===== src/rtl/spi_config_receiver.sv =====
// SPI (mode 0, MSB first) 16-bit config frame receiver driving wave_generator controls.
// Latency: outputs/strobes SYNC_STAGES+2 clk_i after CS rise; no backpressure, host must respect 4-cycle CS-high gap.
module spi_config_receiver #(
    parameter int SYNC_STAGES = 2
) (
    input  logic       clk_i,
    input  logic       rst_i,
    input  logic       spi_clk_i,
    input  logic       spi_mosi_i,
    input  logic       spi_cs_i,
    output logic       enable_o,
    output logic [1:0] waveform_o,
    output logic [7:0] data_o,
    output logic       set_phase_strobe_o,
    output logic       set_amplitude_strobe_o,
    output logic       frame_error_o
);

    typedef enum logic [1:0] {
        WAIT_IDLE,
        IDLE,
        SHIFT,
        COMMIT
    } state_t;

    typedef struct packed {
        logic [1:0] addr;
        logic [5:0] unused;
        logic [7:0] payload;
    } frame_t;

    localparam logic [1:0] ADDR_CTRL  = 2'b00;
    localparam logic [1:0] ADDR_PHASE = 2'b01;
    localparam logic [1:0] ADDR_AMP   = 2'b10;
    localparam logic [4:0] FRAME_BITS = 5'd16;
    localparam logic [4:0] CNT_SAT    = 5'd17;

    logic [SYNC_STAGES-1:0] cs_sync;
    logic [SYNC_STAGES-1:0] sclk_sync;
    logic [SYNC_STAGES-1:0] mosi_sync;
    logic                   cs_hist;
    logic                   sclk_hist;
    // Fills with ones after reset; until full, the sync chains still hold reset values, not real pin samples.
    logic [SYNC_STAGES:0]   sync_primed;

    logic cs_s;
    logic sclk_s;
    logic mosi_s;
    logic cs_fall;
    logic cs_rise;
    logic sclk_rise;

    always_ff @(posedge clk_i or posedge rst_i) begin
        if (rst_i) begin
            cs_sync     <= '1;
            sclk_sync   <= '0;
            mosi_sync   <= '0;
            cs_hist     <= 1'b1;
            sclk_hist   <= 1'b0;
            sync_primed <= '0;
        end else begin
            cs_sync     <= {cs_sync[SYNC_STAGES-2:0], spi_cs_i};
            sclk_sync   <= {sclk_sync[SYNC_STAGES-2:0], spi_clk_i};
            mosi_sync   <= {mosi_sync[SYNC_STAGES-2:0], spi_mosi_i};
            cs_hist     <= cs_s;
            sclk_hist   <= sclk_s;
            sync_primed <= {sync_primed[SYNC_STAGES-1:0], 1'b1};
        end
    end

    assign cs_s      = cs_sync[SYNC_STAGES-1];
    assign sclk_s    = sclk_sync[SYNC_STAGES-1];
    assign mosi_s    = mosi_sync[SYNC_STAGES-1];
    assign cs_fall   = cs_hist & ~cs_s;
    assign cs_rise   = ~cs_hist & cs_s;
    assign sclk_rise = ~sclk_hist & sclk_s;

    state_t     state_q, state_d;
    logic [4:0] bit_cnt_q, bit_cnt_d;
    frame_t     shift_q, shift_d;
    logic       enable_q, enable_d;
    logic [1:0] waveform_q, waveform_d;
    logic [7:0] data_q, data_d;
    logic       phase_stb_q, phase_stb_d;
    logic       amp_stb_q, amp_stb_d;
    logic       err_q, err_d;

    always_ff @(posedge clk_i or posedge rst_i) begin
        if (rst_i) begin
            state_q     <= WAIT_IDLE;
            bit_cnt_q   <= '0;
            shift_q     <= '0;
            enable_q    <= 1'b0;
            waveform_q  <= 2'b00;
            data_q      <= 8'h00;
            phase_stb_q <= 1'b0;
            amp_stb_q   <= 1'b0;
            err_q       <= 1'b0;
        end else begin
            state_q     <= state_d;
            bit_cnt_q   <= bit_cnt_d;
            shift_q     <= shift_d;
            enable_q    <= enable_d;
            waveform_q  <= waveform_d;
            data_q      <= data_d;
            phase_stb_q <= phase_stb_d;
            amp_stb_q   <= amp_stb_d;
            err_q       <= err_d;
        end
    end

    always_comb begin
        state_d     = state_q;
        bit_cnt_d   = bit_cnt_q;
        shift_d     = shift_q;
        enable_d    = enable_q;
        waveform_d  = waveform_q;
        data_d      = data_q;
        phase_stb_d = 1'b0;
        amp_stb_d   = 1'b0;
        err_d       = 1'b0;

        case (state_q)
            WAIT_IDLE: begin
                // A frame already in flight at reset release must run out before we listen.
                if (sync_primed[SYNC_STAGES] && cs_s) begin
                    state_d = IDLE;
                end
            end
            IDLE: begin
                if (cs_fall) begin
                    bit_cnt_d = '0;
                    shift_d   = '0;
                    state_d   = SHIFT;
                end
            end
            SHIFT: begin
                if (cs_rise) begin
                    state_d = COMMIT;
                end else if (sclk_rise) begin
                    shift_d = frame_t'({shift_q[14:0], mosi_s});
                    if (bit_cnt_q != CNT_SAT) begin
                        bit_cnt_d = bit_cnt_q + 5'd1;
                    end
                end
            end
            COMMIT: begin
                state_d = IDLE;
                if (bit_cnt_q == FRAME_BITS) begin
                    case (shift_q.addr)
                        ADDR_CTRL: begin
                            enable_d   = shift_q.payload[0];
                            waveform_d = shift_q.payload[2:1];
                        end
                        ADDR_PHASE: begin
                            data_d      = shift_q.payload;
                            phase_stb_d = 1'b1;
                        end
                        ADDR_AMP: begin
                            data_d    = shift_q.payload;
                            amp_stb_d = 1'b1;
                        end
                        default: err_d = 1'b1;
                    endcase
                end else begin
                    err_d = 1'b1;
                end
            end
            default: state_d = WAIT_IDLE;
        endcase
    end

    assign enable_o               = enable_q;
    assign waveform_o             = waveform_q;
    assign data_o                 = data_q;
    assign set_phase_strobe_o     = phase_stb_q;
    assign set_amplitude_strobe_o = amp_stb_q;
    assign frame_error_o          = err_q;

endmodule


===== config.mk =====
export PLATFORM = sky130hd
export DESIGN_NAME = spi_config_receiver
export DESIGN_NICKNAME = d
export VERILOG_FILES = /design/src/rtl/spi_config_receiver.sv
export SDC_FILE = /design/constraint.sdc
export NUM_CORES = 1
export LEC_CHECK = 0
export ABC_AREA = 1
export CAP_MARGIN = 20
export CORE_UTILIZATION = 45
export DETAILED_ROUTE_END_ITERATION = 8
export PLACE_DENSITY = 0.66
export SLEW_MARGIN = 0
export SYNTH_ARGS = -nofsm -noshare
export SYNTH_HDL_FRONTEND = slang
export SYNTH_SLANG_ARGS = --single-unit

===== constraint.sdc =====
create_clock -name clk_i -period 2.7 [get_ports clk_i]
set_input_delay 0.81 -clock clk_i [delete_from_list [all_inputs] [get_ports clk_i]]
set_output_delay 0.81 -clock clk_i [all_outputs]
set_load 0.01 [all_outputs]

### Word level (Yosys, flattened, before mapping)

Index checks and enable logic that the tools add are counted.

* input port bits: 5
* register bits after elaboration: 48
* logic and storage cells: 70
* output and inout port bits: 14

* reductions and logical operators: 11
* multiplexer cells: 22
* bitwise logic cells: 6
* eq/ne operators: 13
* add/sub/neg operators: 1

Operator list (number)
* $mux 16: 3
* $pmux 16 s2: 1
* $mux 5: 4
* $ne 2x2->1 const B: 6
* $pmux 5 s2: 1
* $mux 1: 9
* $reduce_and 3->1: 3
* $pmux 2 s4: 1
* $eq 2x2->1 const B: 3
* $mux 2: 3
* $add 5x1->5 const B: 1
* $eq 5x5->1 const B: 1
* $ne 5x5->1 const B: 1
* $reduce_and 5->1: 1
* $eq 2x1->1 const B: 2
* $logic_not 2->1: 2
* $reduce_and 4->1: 1
* $and 1x1->1: 3
* $not 1->1: 3
* $reduce_or 3->1: 1
* $reduce_bool 2->1: 1
* $reduce_or 2->1: 1
* $logic_and 1x1->1: 1

### Longest topological paths before layout

* depth in word-level cells: 5
* gate-level depth with buffers: 10
* mapped depth without buffers: 10

### Worst setup path after synthesis

No wires, ideal clock.

* path kind: register to register
* from: register state_q[0]
* to: register shift_q[0] (netlist name)
* arrival: 1.335 ns
* path buffers: 1
* data required time: 2.583 ns
* slack: 1.249 ns
* cell stages (with the launch flop): 10
* cells stage by stage: dfrtp_1 inv_1 ha_1 nand2_1 nand2_1 nor2_4 nand2_4 buf_6 nand2_1 nand2_1

* longest elaborated chain between the ends: 3
* elaborated cells on any way between the ends: 8
* classes of those cells: 5 x eq/ne; 1 x mux; 2 x reduce/logical

RTL lines
* from (decl): line 78 `state_t state_q, state_d;`
* from (signal assigned): line 100 `state_q <= state_d;`
* $eq 2x2->1 or $eq 2x1->1 (tied branches): line 123 `case (state_q)`
* $ne 2x2->1 (no line) or $reduce_bool 2->1 (tied branches)
* $reduce_and 4->1 (no line)
* to (signal assigned): line 102 `shift_q <= shift_d;`
* to (decl): line 80 `frame_t shift_q, shift_d;`

Several ways; a longest one is shown, not always the timed one.
A chain may end at the register's enable or synchronous reset.

### Worst setup path in the final report

* from: register data_q[1] (netlist: data_o[1])
* to: output data_o[1]

RTL lines
* from (decl): line 83 `logic [7:0] data_q, data_d;`
* from (signal assigned): line 105 `data_q <= data_d;`
* to (decl): line 13 `output logic [7:0] data_o,`

No word-level cell between the ends.

==> metrics.md <==
| Metric | Value |
|---|---|
| Hold/Removal Path Class | `register to register` |
| Detailed placer's ending HPWL | `roughly 2300 um` |
| Final Hold Viols | `0` |
| Latest clock arrival within the worst-skew pair | `290 ps` |
| Row count | `24` |
| Total power draw | `1.79 mW` |
| Die width | `71.4 um` |
| Core area | `4500 um^2` |
| Compound-gate portion of the synthesized area | `0.0381` |
| #FFs+latches synth | `48` |
| Crit path cell chain | `clkdlybuf4s50_1` |
| Via count | `1474` |
| Final Cycle Share | `0.760` |
| TritonCTS buffer count | `5` |
| Worst Setup EP | `data_o[1]` |
| Main combinational cell family by area after synthesis | `simple AND/OR/NAND/NOR gates` |
| Post-route setup slack | `649 ps` |
| # diodes | `0` |
| Crit-path max cell delay | `about 560 ps` |
| Vias/cell | `4.75` |
| Switching Fraction | `0.362` |
| First-pass GRT wire length | `~6300 um` |
| CP endpoint kind | `output pin` |
| CTS Root Cell | `clkbuf_8` |
| H-tree Lvls | `2` |
| Async set-reset flop share out of synthesis | `1.00` |
| CP Launch Type | `register` |
| Initial antenna violation count | `0` |
| RePlAce Congestion | `0.776` |
| Congestion Overflow GR | `0` |
| Setup TNS | `0 ps` |
| Clock share of power | `0.231` |
| Cts-stage hold buffer count | `0` |
| Crit path time final | `2050 ps` |
| Area of the mapped netlist | `2170 um^2` |
| Post-synth top cells | `nand2_1, dfrtp_1, inv_1` |
| Mapped Cells | `234` |
| # resized after CTS | `0` |
| Clk slew on worst S/H paths | `90 ps` |
| Mux cell area share after synthesis | `0` |
| Most frequent cell after synthesis | `nand2_1` |
| Area leader, netlist | `dfrtp_1` |
| Leakage Power | `1.33 nW` |
| PortBufs | `18` |
| Post-DRT Antenna Nets | `0` |
| Mapped Nets | `252` |
| Crit Path Category | `register to output pin` |
| Crit-path slowest cell | `clkdlybuf4s50_1` |
| Final Skew | `about 6.5 ps` |
| Boundary pin count | `19` |
| Post-synthesis simple-gate area fraction | `0.270` |
| R2R Path End | `shift_q[13]$_DFFE_PP0P_` |
| CTS tree | `yes` |
| Synth area leaders | `dfrtp_1, nand2_1, ha_1` |
| Worst EP required | `1890 ps` |
| Dpl ws | `979 ps` |
| Top_reg_cell synth | `dfrtp_1` |
| Cell Pwr Density | `718 nW/um^2` |
| Syn avg cell area | `9.27 um^2` |
| Layout Nets | `275` |
| Cells after DPL | `between 300 and 400` |
| Yosys warnings | `0` |
| Iter 0 DRT Violations | `71` |
| Top Family by Delay on Critical Path | `buffers and inverters` |
| Final hold slack | `between 300 and 400 ps` |
| Vias in the first global route | `~1.4k` |
| Comb pwr share | `0.294` |
| Share of cells above drive strength 1 | `0.109` |
| Max Fclk | `487 MHz` |
| Area added between synthesis and finish | `14.7%` |
| Detailed Route WL | `3360 um` |
| Starting Density | `0.482` |
| Non-filler instance count after layout | `310` |
| Max-slew violations | `0` |
| Post-synth top area share | `0.519` |
| CP startpoint | `data_o[1]$_DFFE_PP0P_` |
| Synth Area in XOR/XNOR | `0.00404` |
| Sequential area share after synthesis | `0.555` |
| Clock Sink Count | `48` |
| CP max FO | `2` |
| Worst IR Drop VDD | `0.474 mV` |
| Die H | `71.4 um` |
| Unique cell type count in the Yosys netlist | `23` |
| Net switching power | `0.647 mW` |
| Post-CTS setup buffer count | `0` |
| Crit. path cell count | `1` |
| Largest net degree at the start of global routing | `49` |
| DR DRC count | `0` |
| Setup-failing EPs final | `0` |
| Min-delay src | `sclk_sync[0]$_DFF_PP0_` |
| Wire per inst | `10.8 um` |
| Outcome | `complete, no violations` |
| RSZ-0062 raised after global routing | `false` |
| Int Power | `1.14 mW` |
| Flop pwr share | `0.475` |
| Number of synthesized flops with an enable pin | `0` |
| Critical path buffer and inverter count | `1` |
| Worst r2r src | `state_q[0]$_DFFE_PP0P_` |
| R2R cell count | `7` |
| CP arrival | `about 1200 ps` |
| Reg2Reg Setup Slack | `1080 ps` |
| Clk buf depth | `2` |
| Total iterations of the first detailed-routing run | `4` |
| Adder-Cell Fraction of Synth Area | `0.0750` |
| Max-cap viol count | `0` |
| GRT Util Overall | `0.158` |
| Area of the die | `5100 um^2` |
-- power by group through the flow --
| stage | sequential [mW] | clock [mW] | combinational (mW) |
|---|---|---|---|
| final | 0.849 | 0.412 | 0.526 |
| after global routing | 0.862 | 0.461 | 0.614 |
| after CTS | 0.850 | 0.429 | 0.536 |
| after detailed placement | 0.864 | 0 | 0.534 |
| after global placement | 0.862 | 0 | 0.523 |
| after floorplan | 0.850 | 0 | 0.447 |
-- sequential cells by signal (all words and copies together), names as in the netlist --
| signal | flops |
|---|---|
| sclk_sync | 2 |
| bit_cnt_q | 5 |
| mosi_sync | 2 |
| state_q | 2 |
| sync_primed | 3 |
| set_phase_strobe_o | 1 |
| set_amplitude_strobe_o | 1 |
| enable_o | 1 |
| shift_q | 16 |
| frame_error_o | 1 |
| waveform_o | 2 |
| cs_hist | 1 |
| cs_sync | 2 |
| sclk_hist | 1 |
| data_o | 8 |
-- kinds of logic after synthesis --
group                    Yosys count
other                              1
XOR/XNOR                           1
AND/OR/NAND/NOR                  130
flip-flops                        48
buffers and inverters             26
AO/OA/AOI/OAI                     15
adder cells (fa/ha/maj)           13
-- stage by stage --
step	area [um^2]	util
after floorplan	2170	-
after global placement	2400	0.533
after detailed placement	2400	0.533
after CTS	2490	0.553
after global routing	2490	0.553
final	2490	0.553
-- metal layers --
metal,track usage,up-vias,part of all wire
li1,-,761,-
met1,0.207,697,0.48
met2,0.257,14,0.49
met3,0.0506,2,0.022
met4,0.0400,0,0.0068
met5,0,-,0
-- placed cells by master, fill, tap and decap left out --
cell / netlist / final
o21ai_1: 6 / 6
nor2_2: 1 / 1
clkinv_2: 0 / 2
xnor2_1: 1 / 1
nand2_2: 1 / 1
ha_1: 13 / 13
nand3_1: 5 / 5
nand3_2: 1 / 1
inv_1: 22 / 21
o21ai_0: 7 / 7
clkinv_4: 0 / 1
conb_1: 1 / 1
clkdlybuf4s50_1: 0 / 18
o21ai_2: 2 / 2
nor2_4: 4 / 4
nand4_4: 1 / 1
dfrtp_1: 45 / 45
nand4_1: 1 / 1
dfstp_2: 3 / 3
clkbuf_8: 0 / 5
nand2_1: 104 / 104
or2_2: 1 / 1
nand3_4: 1 / 1
buf_12: 0 / 1
nor2_1: 8 / 8
nand2_4: 2 / 2
inv_2: 1 / 2
-- layout make-up --
cell class / instances / area (um^2)
timing repair buffer: 19 / 200
tap: 52 / 65.1
sequential: 48 / 1200
inverter: 23 / 86.3
clock buffer: 5 / 68.8
fill: 409 / 2020
clock inverter: 3 / 18.8
multi-input combinational: 160 / 845
-- worst min-delay path by stage --
stage / end / slack (ps) / cells after the start
after floorplan: mosi_sync[1]$_DFF_PP0_ / 330 / 0
after global placement: sclk_sync[1]$_DFF_PP0_ / 330 / 0
after detailed placement: sync_primed[2]$_DFF_PP0_ / 340 / 0
after CTS: sync_primed[2]$_DFF_PP0_ / 360 / 0
after global routing: sync_primed[1]$_DFF_PP0_ / 360 / 0
final: sclk_sync[1]$_DFF_PP0_ / 350 / 0
Note: power is estimated with default switching activity, not from simulation.
